<file path="src/rtl/mem_access_ctrl.sv">
// Memory-stage access controller: issues word loads/stores to the data memory,
// stalls the upstream pipeline while an access is pending and produces a
// registered writeback (or an error pulse) for the MEM/WB stage.
module mem_access_ctrl #(
    parameter int unsigned TIMEOUT = 15
) (
    input  logic        i_clk,
    input  logic        i_rst,
    input  logic        i_ex_valid,
    input  logic        i_ex_mem_rd,
    input  logic        i_ex_mem_wr,
    input  logic [31:0] i_ex_addr,
    input  logic [31:0] i_ex_wdata,
    input  logic [4:0]  i_ex_rd,
    output logic        o_dmem_req,
    output logic        o_dmem_we,
    output logic [31:0] o_dmem_addr,
    output logic [31:0] o_dmem_wdata,
    input  logic        i_dmem_ack,
    input  logic [31:0] i_dmem_rdata,
    output logic        o_stall,
    output logic        o_wb_valid,
    output logic [4:0]  o_wb_rd,
    output logic [31:0] o_wb_data,
    output logic        o_err
);

    localparam int unsigned CntW = ($clog2(TIMEOUT + 1) > 4) ? $clog2(TIMEOUT + 1) : 4;
    // Value the counter holds in the last BUSY cycle before it would reach TIMEOUT.
    localparam logic [CntW-1:0] CntLast = CntW'(TIMEOUT - 1);

    typedef enum logic {
        StIdle,
        StBusy
    } state_t;

    state_t            r_state, w_state_d;
    logic [CntW-1:0]   r_cnt, w_cnt_d;
    logic [31:0]       r_addr, w_addr_d;
    logic [31:0]       r_wdata, w_wdata_d;
    logic              r_we, w_we_d;
    logic [4:0]        r_rd, w_rd_d;
    logic              r_wb_valid, w_wb_valid_d;
    logic [4:0]        r_wb_rd, w_wb_rd_d;
    logic [31:0]       r_wb_data, w_wb_data_d;
    logic              r_err, w_err_d;
    logic              w_stall;

    logic w_is_mem;
    logic w_legal_mem;

    assign w_is_mem    = i_ex_mem_rd | i_ex_mem_wr;
    assign w_legal_mem = (i_ex_mem_rd ^ i_ex_mem_wr) && (i_ex_addr[1:0] == 2'b00);

    // Next-state, latch and writeback/error decode; defaults hold state, pulses low.
    always_comb begin
        w_state_d    = r_state;
        w_cnt_d      = r_cnt;
        w_addr_d     = r_addr;
        w_wdata_d    = r_wdata;
        w_we_d       = r_we;
        w_rd_d       = r_rd;
        w_wb_valid_d = 1'b0;
        w_wb_rd_d    = r_wb_rd;
        w_wb_data_d  = r_wb_data;
        w_err_d      = 1'b0;
        w_stall      = 1'b0;

        unique case (r_state)
            StIdle: begin
                if (i_ex_valid) begin
                    if (!w_is_mem) begin
                        // Non-memory op: ALU result passes straight to writeback.
                        w_wb_valid_d = 1'b1;
                        w_wb_data_d  = i_ex_addr;
                        w_wb_rd_d    = i_ex_rd;
                    end else if (w_legal_mem) begin
                        w_state_d = StBusy;
                        w_cnt_d   = '0;
                        w_addr_d  = i_ex_addr;
                        w_wdata_d = i_ex_wdata;
                        w_we_d    = i_ex_mem_wr;
                        w_rd_d    = i_ex_rd;
                        w_stall   = 1'b1;
                    end else begin
                        w_err_d = 1'b1;
                    end
                end
            end
            StBusy: begin
                if (i_dmem_ack) begin
                    // Ack wins over timeout; release stall so upstream advances now.
                    w_state_d = StIdle;
                    if (!r_we) begin
                        w_wb_valid_d = 1'b1;
                        w_wb_data_d  = i_dmem_rdata;
                        w_wb_rd_d    = r_rd;
                    end
                end else if (r_cnt == CntLast) begin
                    w_state_d = StIdle;
                    w_cnt_d   = r_cnt + 1'b1;
                    w_err_d   = 1'b1;
                end else begin
                    w_cnt_d = r_cnt + 1'b1;
                    w_stall = 1'b1;
                end
            end
            default: begin
                w_state_d = StIdle;
            end
        endcase
    end

    // State and output registers with synchronous reset.
    always_ff @(posedge i_clk) begin
        if (i_rst) begin
            r_state    <= StIdle;
            r_cnt      <= '0;
            r_addr     <= '0;
            r_wdata    <= '0;
            r_we       <= 1'b0;
            r_rd       <= '0;
            r_wb_valid <= 1'b0;
            r_wb_rd    <= '0;
            r_wb_data  <= '0;
            r_err      <= 1'b0;
        end else begin
            r_state    <= w_state_d;
            r_cnt      <= w_cnt_d;
            r_addr     <= w_addr_d;
            r_wdata    <= w_wdata_d;
            r_we       <= w_we_d;
            r_rd       <= w_rd_d;
            r_wb_valid <= w_wb_valid_d;
            r_wb_rd    <= w_wb_rd_d;
            r_wb_data  <= w_wb_data_d;
            r_err      <= w_err_d;
        end
    end

    // Outputs: request follows BUSY, write-enable only meaningful while requesting.
    always_comb begin
        o_dmem_req   = (r_state == StBusy);
        o_dmem_we    = (r_state == StBusy) & r_we;
        o_dmem_addr  = r_addr;
        o_dmem_wdata = r_wdata;
        o_stall      = w_stall & ~i_rst;
        o_wb_valid   = r_wb_valid;
        o_wb_rd      = r_wb_rd;
        o_wb_data    = r_wb_data;
        o_err        = r_err;
    end

endmodule

</file>
<file path="config.mk">
export PLATFORM = sky130hd
export DESIGN_NAME = mem_access_ctrl
export DESIGN_NICKNAME = d
export VERILOG_FILES = /design/src/rtl/mem_access_ctrl.sv
export SDC_FILE = /design/constraint.sdc
export NUM_CORES = 1
export LEC_CHECK = 0
export BUFFER_PORTS_ARGS = -buffer_cell sky130_fd_sc_hd__buf_2
export CORE_MARGIN = 3
export CORE_UTILIZATION = 43
export CTS_CLUSTER_DIAMETER = 150
export DETAILED_ROUTE_END_ITERATION = 10
export HOLD_SLACK_MARGIN = 0.12
export PLACE_DENSITY = 0.84
export REMOVE_ABC_BUFFERS = 1
export SETUP_SLACK_MARGIN = 0.02
export SYNTH_ARGS = -nofsm -noshare
export SYNTH_HDL_FRONTEND = slang
export SYNTH_SLANG_ARGS = --single-unit
</file>
<file path="constraint.sdc">
create_clock -name i_clk -period 1.4 [get_ports i_clk]
set_input_delay 0.14 -clock i_clk [delete_from_list [all_inputs] [get_ports i_clk]]
set_output_delay 0.14 -clock i_clk [all_outputs]
set_load 0.1 [all_outputs]
</file>
==> results.md, run 1 <==
Timing:
- Derived from the worst setup path, the maximum achievable clock frequency is 569 MHz.
- Setup repair after global routing could not meet its margin everywhere.
- The worst pin sits at a relative slew slack of 0.474.
- At the pin with the least slew margin, the transition time is 0.787 ns.
- Once routing completed, OpenROAD measured the worst setup slack at -0.358 ns.
- The final number of hold-violating endpoints is 0.
- The post-route clock skew is 0.00683 ns.
- Counting I/O delays and the setup requirement, the final critical path takes 1.76 ns.
- Dividing the final minimum period by the clock period gives 1.26.
- Setup violations remaining at the end of the flow were counted as 88.
- The max-slew violation count is 0.
- The worst hold slack is 0.139 ns.

Clock tree:
- The number of levels the H-tree was split into is 4.
- At the later pin of the worst-skew pair, clock insertion delay measures 0.52 ns.
- The CTS tree is done.
- The library cell used as clock root buffer is sky130_fd_sc_hd__clkbuf_8.
- The number of sinks handled by clock tree synthesis is 114.
- The worst-case clock buffer depth is 2.
- Clock-pin slew was measured on the worst setup and hold paths at 0.06 ns.
- The number of clock buffers added by TritonCTS is 17.

Detailed routing:
- The first-iteration detailed-routing DRC count is 584.
- In the routed layout, each cell is associated on average with a via count of 5.93.
- The number of antenna-violating nets in the routed design is 0.
- Dividing the detail-routed wire length by the instance count gives 21.7 µm.
- The first detailed-routing pass took 7 iterations.
- For this run, design rule violations remaining after detail routing come to 0.
- Across all layers, the routed design uses 5910 vias.
- Summed over all layers, the routed wires come to 21600 µm.

GRT:
- The first global-routing pass estimated 30000 µm of wire.
- The overall fraction of global-route tracks in use is 0.297.
- The layer carrying the most global-route usage is met2.
- In the global route stage, met2 resource usage came out at 0.533.
- The initial antenna violation count is 2.
- In the global route stage, met3 resource usage came out at 0.0783.
- Summed over all layers, the global routing overflow is 0.
- For this run, global-route usage on met1 was measured as 0.324.
- The via count of the first global-routing pass is 6029.
- Entering global routing, the biggest net connects 74 pins.

Synth:
- Counting flops and latches in the post-synthesis netlist gives 114.
- In this run, distinct cell masters in the synthesized netlist total 29.
- After synthesis the cells add up to 4790 µm².
- Synthesis produced 531 cells.
- Of the synthesized area, sequential elements account for 0.476.
- The synthesized area per cell is 9.03 µm².
- During synthesis, Yosys emitted a total of 0 warnings.

Floorplanning:
- The number of rows created at floorplan is 37.
- In this run the count of I/O pins placed on the die edge is 213.
- After floorplanning, the core was sized to cover 10600 µm².
- In this run the horizontal extent of the chip is 112 µm.
- From bottom edge to top edge, the die measures 112 µm.
- The die covers 12500 µm².
- For this configuration, the core starts out at a cell density of 0.452.

Placement:
- The worst slack at placement is -0.356 ns.
- The congestion estimate from routability-driven global placement came to 0.809.
- The count of input and output buffers is 212.
- Once detailed placement completed, the half-perimeter wirelength came to 10000 µm.
- The cell area after placement is 6090 µm².

Status:
- The flow ran to the end, but the final reports show violations.
- The final reports fail on setup timing.

Setup path:
- The maximum fanout count along the critical path is 6.
- The capture point of the worst reg-to-reg path is r_cnt[0].
- The launch instance of the worst register-to-register path is o_dmem_req.
- The data arrival time at the worst-slack endpoint is 1.62 ns.
- The worst setup path is launched from a flop.
- Measured in cells, the most critical reg-to-reg path has a length of 4.
- The classification of the worst setup path is reg2out.
- In this run the register-to-register setup slack is -0.20 ns.
- The critical path data required time is 1.26 ns.
- STA classifies the critical path endpoint as an output port.

Final layout:
- The sequential cells in the finished layout cover a total of 2290 µm².
- The net count of the finished layout is 955.
- The area of combinational cells with multiple inputs is 2570 µm².
- The layout overhead on the synthesized area is 81.1%.
- The layout has 562 filler cells.
- In the final layout, the share of cells above drive strength 1 is 0.435.
- After routing the design area is 8680 µm².

Worst hold path:
- The worst hold path was traced through 4 stages.
- In this run the most critical hold path is launched from i_dmem_ack.
- The worst hold path terminates at r_cnt[2].
- The tightest min-delay check is of the in2reg type.

Flow run:
- The max-cap violation count is 0.

Pwr:
- The total power consumption of the routed design is 10400 µW.
- The cell internal power dissipation is 7360 µW.
- The part of the total power dissipated in the clock network is 0.457.
- For this design the ratio of total power to cell area is 1200 nW/µm².
- The total net switching power is 3030 µW.
- The static leakage power is 0.00346 µW.
- Of the total power, the share spent switching nets is 0.292.
- The maximum vdd ir drop is 874 µV.
- Of the total power, combinational logic draws 0.213.
- Of the total power, registers draw 0.331.
final cells by class:
type	instances	share of cell area
Tap cell	136	0.0196
Multi-Input combinational cell	354	0.296
Timing Repair Buffer	355	0.344
Inverter	3	0.00130
Clock inverter	10	0.0205
Clock buffer	22	0.0545
Antenna cell	2	0.000576
Sequential cell	114	0.264
worst max-delay path by stage:
| stage | cells past startpoint | from | slack (ns) | end |
|---|---|---|---|---|
| 2_1_floorplan | 5 | i_ex_mem_rd | -4.88 | o_stall |
| 3_3_place_gp | 7 | i_ex_mem_wr | -0.24 | r_cnt[3] |
| 3_5_place_dp | 7 | i_ex_mem_wr | -0.36 | o_dmem_addr[27] |
| 4_1_cts | 5 | o_dmem_req | -0.37 | o_stall |
| 5_1_grt | 5 | o_dmem_req | -0.39 | o_stall |
| 6_report | 4 | o_dmem_req | -0.36 | o_stall |
repair_timing:
item                       CTS  global route
pin swaps                    3             5
setup endpoints to repair  204           116
gates resized for setup    122           104
hold endpoints to repair   109             3
cloned                       0             8
hold buffers               102             3
setup buffers                5             1
Yosys cell counts:
cell type,n,share of area
sky130_fd_sc_hd__clkbuf_1,37,0.029
sky130_fd_sc_hd__a211oi_2,20,0.052
sky130_fd_sc_hd__mux2i_1,37,0.077
sky130_fd_sc_hd__nor2b_1,4,0.0052
sky130_fd_sc_hd__and2_1,1,0.0013
sky130_fd_sc_hd__a21oi_1,71,0.074
sky130_fd_sc_hd__or3b_1,2,0.0037
sky130_fd_sc_hd__dfxtp_1,114,0.48
sky130_fd_sc_hd__nand2_1,1,0.00078
sky130_fd_sc_hd__a22oi_1,1,0.0016
sky130_fd_sc_hd__nand3_1,71,0.074
sky130_fd_sc_hd__or2_1,1,0.0013
sky130_fd_sc_hd__and3b_1,2,0.0037
sky130_fd_sc_hd__or4b_2,1,0.0021
sky130_fd_sc_hd__nor3b_2,1,0.0026
sky130_fd_sc_hd__buf_4,2,0.0031
sky130_fd_sc_hd__nor3b_1,4,0.0063
sky130_fd_sc_hd__inv_1,3,0.0023
sky130_fd_sc_hd__o21ai_0,69,0.072
sky130_fd_sc_hd__o211ai_1,4,0.0063
sky130_fd_sc_hd__o22ai_1,1,0.0013
sky130_fd_sc_hd__buf_2,19,0.020
sky130_fd_sc_hd__nor3_1,37,0.039
sky130_fd_sc_hd__buf_6,2,0.0047
sky130_fd_sc_hd__a211oi_1,17,0.027
sky130_fd_sc_hd__ha_1,3,0.0078
sky130_fd_sc_hd__a31oi_1,1,0.0013
sky130_fd_sc_hd__nand2b_1,2,0.0026
sky130_fd_sc_hd__nor2_1,3,0.0023
through the flow:
stage                     TNS (ns)  utilization  instances
after floorplan            -368.78            -        471
after global placement      -17.63        0.575        843
after detailed placement    -22.47        0.575        843
after CTS                    -6.12        0.766        982
after global routing        -13.48        0.819        996
final                        -8.46        0.819        996
state kept, by name, summed over array words and instances (netlist names), 4 cells and up:
signal and flops:
o_wb_data 32, r_rd 5, o_dmem_addr 32, o_dmem_wdata 32
r_cnt 4, o_wb_rd 5
worst max-delay path, cell delays in order, from the launching register on:
cell and delay (ns):
sky130_fd_sc_hd__dfxtp_4 0.37, sky130_fd_sc_hd__nor3b_4 0.23, sky130_fd_sc_hd__a22oi_2 0.12, sky130_fd_sc_hd__nor2_2 0.18, sky130_fd_sc_hd__buf_12 0.20
placed cells by master (no fill, tap or decap), types with 26 or more instances in the layout:
cell / netlist / layout
sky130_fd_sc_hd__o21ai_0: 69 / 38
sky130_fd_sc_hd__buf_2: 19 / 105
sky130_fd_sc_hd__a21oi_1: 71 / 71
sky130_fd_sc_hd__mux2i_1: 37 / 33
sky130_fd_sc_hd__o21ai_1: 0 / 30
sky130_fd_sc_hd__nand3_1: 71 / 70
sky130_fd_sc_hd__dfxtp_1: 114 / 110
sky130_fd_sc_hd__a211oi_2: 20 / 36
sky130_fd_sc_hd__nor3_2: 0 / 26
sky130_fd_sc_hd__buf_4: 2 / 115
sky130_fd_sc_hd__dlygate4sd3_1: 0 / 105
kinds of logic (layout without fill, tap and decap cells):
| kind of cell | after synthesis | count (layout) | synth area share |
|---|---|---|---|
| simple gates | 130 | 130 | 0.145 |
| compound gates | 184 | 184 | 0.235 |
| fa+ha+maj | 3 | 3 | 0.00783 |
| other cells | 0 | 2 | 0 |
| flops | 114 | 114 | 0.476 |
| mux | 37 | 37 | 0.0772 |
| buf+inv | 63 | 390 | 0.0590 |
power by group through the flow:
stage / registers [µW] / clock network [µW] / logic [µW]
after floorplan: 4240 / 0 / 357
after global placement: 3470 / 0 / 1620
after detailed placement: 3480 / 0 / 1650
after CTS: 3420 / 4750 / 1950
after global routing: 3440 / 4910 / 2280
final: 3440 / 4740 / 2210
layer usage:
| layer | up-vias | share of wire |
|---|---|---|
| met5 | - | 0 |
| met4 | 0 | 0.054 |
| met3 | 113 | 0.074 |
| met2 | 401 | 0.51 |
| met1 | 2806 | 0.36 |
| li1 | 2590 | - |
Note: power is estimated with default switching activity, not from simulation.
==> run 2, diff against run 1 <==
Settings changed: PLACE_DENSITY 0.84 to 0.77.
==> run 2 against run 1 <==
The run still ends with setup timing left. Count of clock-buffer cells in the layout decreased by 3. Cell area increased by 7.3%. Fmax decreased by 4.9%. Total power about the same. First-iteration DRC count decreased by 18%. Hold slack improved by 0.028 ns. Core utilization increased by 6.0 points. Flip-flop and latch count unchanged. Clock power decreased by 5.3%. Largest cell class unchanged.
==> results.md, run 2 (synthesis results as in run 1) <==
Detailed routing:
- The via count is 5963 (+0.90%).
- The DRC violation count after routing is 0 (unchanged).
- The number of antenna-violating nets in the routed design came to 0 (unchanged).
- The final wirelength was 22700 µm (+5.3%).
- The total iterations of the first detailed-routing run is 5 (-2).
- The ratio of routed vias to standard cells was 5.93 (-0.11%).
- The average detailed-routed wire length per instance is 22.6 µm (+4.2%).
- The first-iteration detailed-routing DRC count is 478 (-18%).

Floorplanning:
- The starting density of the core is 0.452 (unchanged).
- The number of rows created at floorplan came to 37 (unchanged).
- The standard cell core area is 10600 µm² (unchanged).
- The number of placed I/O pins is 213 (unchanged).
- The y dimension of the die came to 112 µm (unchanged).
- The horizontal die dimension is 112 µm (unchanged).
- The die footprint is 12500 µm² (unchanged).

Pwr:
- The maximum vdd ir drop is 851 µV (-2.6%).
- The share of total power consumed by net switching is 0.310 (+0.0187).
- The sequential group share of total power is 0.331 (about the same).
- The part of the total power dissipated in the clock network is 0.432 (-0.025).
- The total power consumption of the routed design came to 10400 µW (about the same).
- The cell internal power dissipation is 7170 µW (-2.6%).
- The static leakage power is 0.00359 µW (+3.9%).
- The total net switching power is 3230 µW (+6.4%).
- The total power per unit cell area came to 1110 nW/µm² (-6.8%).
- The combinational power share is 0.237 (+0.024).

Timing:
- The final period demand of the worst path is 1.85 ns (+0.0903 ns).
- The post-route fraction of the period consumed by the critical path is 1.32 (+0.0645).
- Setup repair after global routing could not meet its margin everywhere.
- The max-slew headroom at the worst pin is 0.229 (-0.245).
- The max-slew violation count was 0 (unchanged).
- The number of failing setup endpoints in the final timing report is 117 (+33%).
- The minimum setup slack in the final design is -0.448 ns (-0.0903 ns).
- The highest attainable clock frequency is 541 MHz (-4.9%).
- The final number of hold-violating endpoints is 0 (unchanged).
- The worst hold slack is 0.168 ns (+0.0285 ns).
- The accumulated negative setup slack was -17.67 ns (-9.21 ns).
- The transition at the pin with the smallest max-transition slack is 1.16 ns (+0.369 ns).
- The post-route clock skew is 0.0106 ns (+0.00381 ns).

Setup path:
- The nature of the critical path startpoint is a flop.
- The largest incremental delay on the critical path is 0.33 ns (-0.04 ns).
- The classification of the worst setup path is reg2out.
- The critical path data required time is 1.26 ns (about the same).
- The data arrival time at the worst-slack endpoint is 1.71 ns (+0.09 ns).
- The maximum fanout count along the critical path is 2 (-4).
- The critical path goes through inv_2 -> ha_2 -> nand3_2 -> a22oi_2 -> nor2_4 -> buf_12.
- On the critical path, the stage with the largest delay is an instance of sky130_fd_sc_hd__dfxtp_2.
- STA classifies the critical path endpoint as an output port.

GRT:
- The first-pass GRT wire length is 32900 µm (+9.6%).
- The via count of the first global-routing pass is 6336 (+5.1%).
- The remaining global-route overflow came to 0 (unchanged).
- The pin count of the biggest net entering global routing was 62 (-16%).
- The met2 routing resource usage after global routing is 0.587 (+0.0535).
- The global routing stage identified its most utilized layer as met2.
- The initial antenna violation count came to 0 (-2).
- The routing usage on met3 came to 0.0913 (+0.0130).
- The met1 layer usage reported by global route is 0.364 (+0.0404).
- The overall fraction of global-route tracks in use was 0.328 (+0.0301).

Final layout:
- The layout overhead on the synthesized area is 94.4%.
- The antenna diode count is 0 (-2).
- The number of inserted filler cells in the final layout is 449 (-20%).
- The design area is 9320 µm² (+7.3%).
- The number of nets in the layout is 967 (+1.3%).
- In the layout the commonest cells are sky130_fd_sc_hd__dfxtp_1, sky130_fd_sc_hd__buf_4, sky130_fd_sc_hd__buf_2, sky130_fd_sc_hd__dlygate4sd3_1, sky130_fd_sc_hd__nand3_1.
- The most common cell after layout, fill and taps aside is sky130_fd_sc_hd__dfxtp_1.
- The share of cells above drive strength 1 is 0.510 (+0.0756).

Flow run:
- The max-cap violation count is 0 (unchanged).

Clock tree:
- The worst-case clock buffer depth is 2 (unchanged).
- The library cell used as clock root buffer is sky130_fd_sc_hd__clkbuf_8.
- The number of sinks handled by clock tree synthesis was 114 (unchanged).
- TritonCTS built the clock tree.
- The clock input transition at the sequential cells of the worst setup and hold paths is 0.06 ns (about the same).
- The number of levels the H-tree was split into came to 4 (unchanged).
- The CTS buffer count is 17 (unchanged).
- The clock insertion delay at the later pin of the skew report is 0.51 ns (about the same).

Status:
- The final reports fail on setup timing.
- The run finished, with violations left.

Placement:
- The count of input and output buffers is 212 (unchanged).
- The routability congestion estimate was 0.788 (-2.6%).
- The HPWL after detailed placement was 9930 µm (-1.1%).
- The cell area after placement is 6080 µm² (-0.16%).

Worst hold path:
- The min-delay analysis places its worst path in the category in2reg.
run 2: cell type report:
class | instances | area, µm² | share of cell area
Timing Repair Buffer | 366 | 3290 | 0.353
Multi-Input combinational cell | 355 | 2940 | 0.316
Sequential cell | 114 | 2290 | 0.245
Clock buffer | 19 | 432 | 0.0463
Clock inverter | 13 | 185 | 0.0199
Tap cell | 136 | 170 | 0.0183
Inverter | 3 | 11.3 | 0.00121
run 2: stage by stage:
stage | util | setup WS (ns) | cells
final | 0.879 | -0.448 | 1006
after global routing | 0.879 | -0.518 | 1006
after CTS | 0.829 | -0.426 | 1006
after detailed placement | 0.574 | -0.312 | 845
after global placement | 0.574 | -0.226 | 845
after floorplan | - | -4.88 | 471
run 2: worst paths after layout:
path	from	endpoint	slack, ns	depth (start not counted)
setup / recovery	r_cnt[0]	o_stall	-0.45	6
setup reg to reg	o_dmem_req	o_dmem_addr[25]	-0.28	6
hold reg to reg	o_dmem_wdata[15]	o_dmem_wdata[15]	0.47	2
hold / removal	i_rst	o_dmem_addr[11]	0.17	3
run 2: power groups by stage:
| stage | clock network [µW] | registers [µW] | logic, µW |
|---|---|---|---|
| 3_3_place_gp | 0 | 3470 | 1610 |
| 2_1_floorplan | 0 | 4240 | 357 |
| 5_1_grt | 4670 | 3450 | 2540 |
| 6_report | 4490 | 3440 | 2460 |
| 4_1_cts | 4530 | 3420 | 2250 |
| 3_5_place_dp | 0 | 3480 | 1640 |
run 2: per-layer routing:
metal | part of all wire | routed length (µm)
met1 | 0.37 | 8310
met2 | 0.52 | 11700
met3 | 0.079 | 1790
met4 | 0.039 | 894
met5 | 0 | 0
run 2: repair_timing:
action | CTS | global route
endpoints found under the setup margin | 201 | 117
cloned | 14 | 0
endpoints found under the hold margin | 111 | 0
hold buffers | 104 | 0
resized for setup | 261 | 112
pin swaps | 15 | 15
setup buffers | 11 | 0
run 2: critical path, delay by kind of cell (launching register included):
kind	cells	cell delay [ns]
buf+inv	2	0.24
simple gates	2	0.20
compound gates	1	0.24
flops	1	0.33
fa+ha+maj	1	0.20
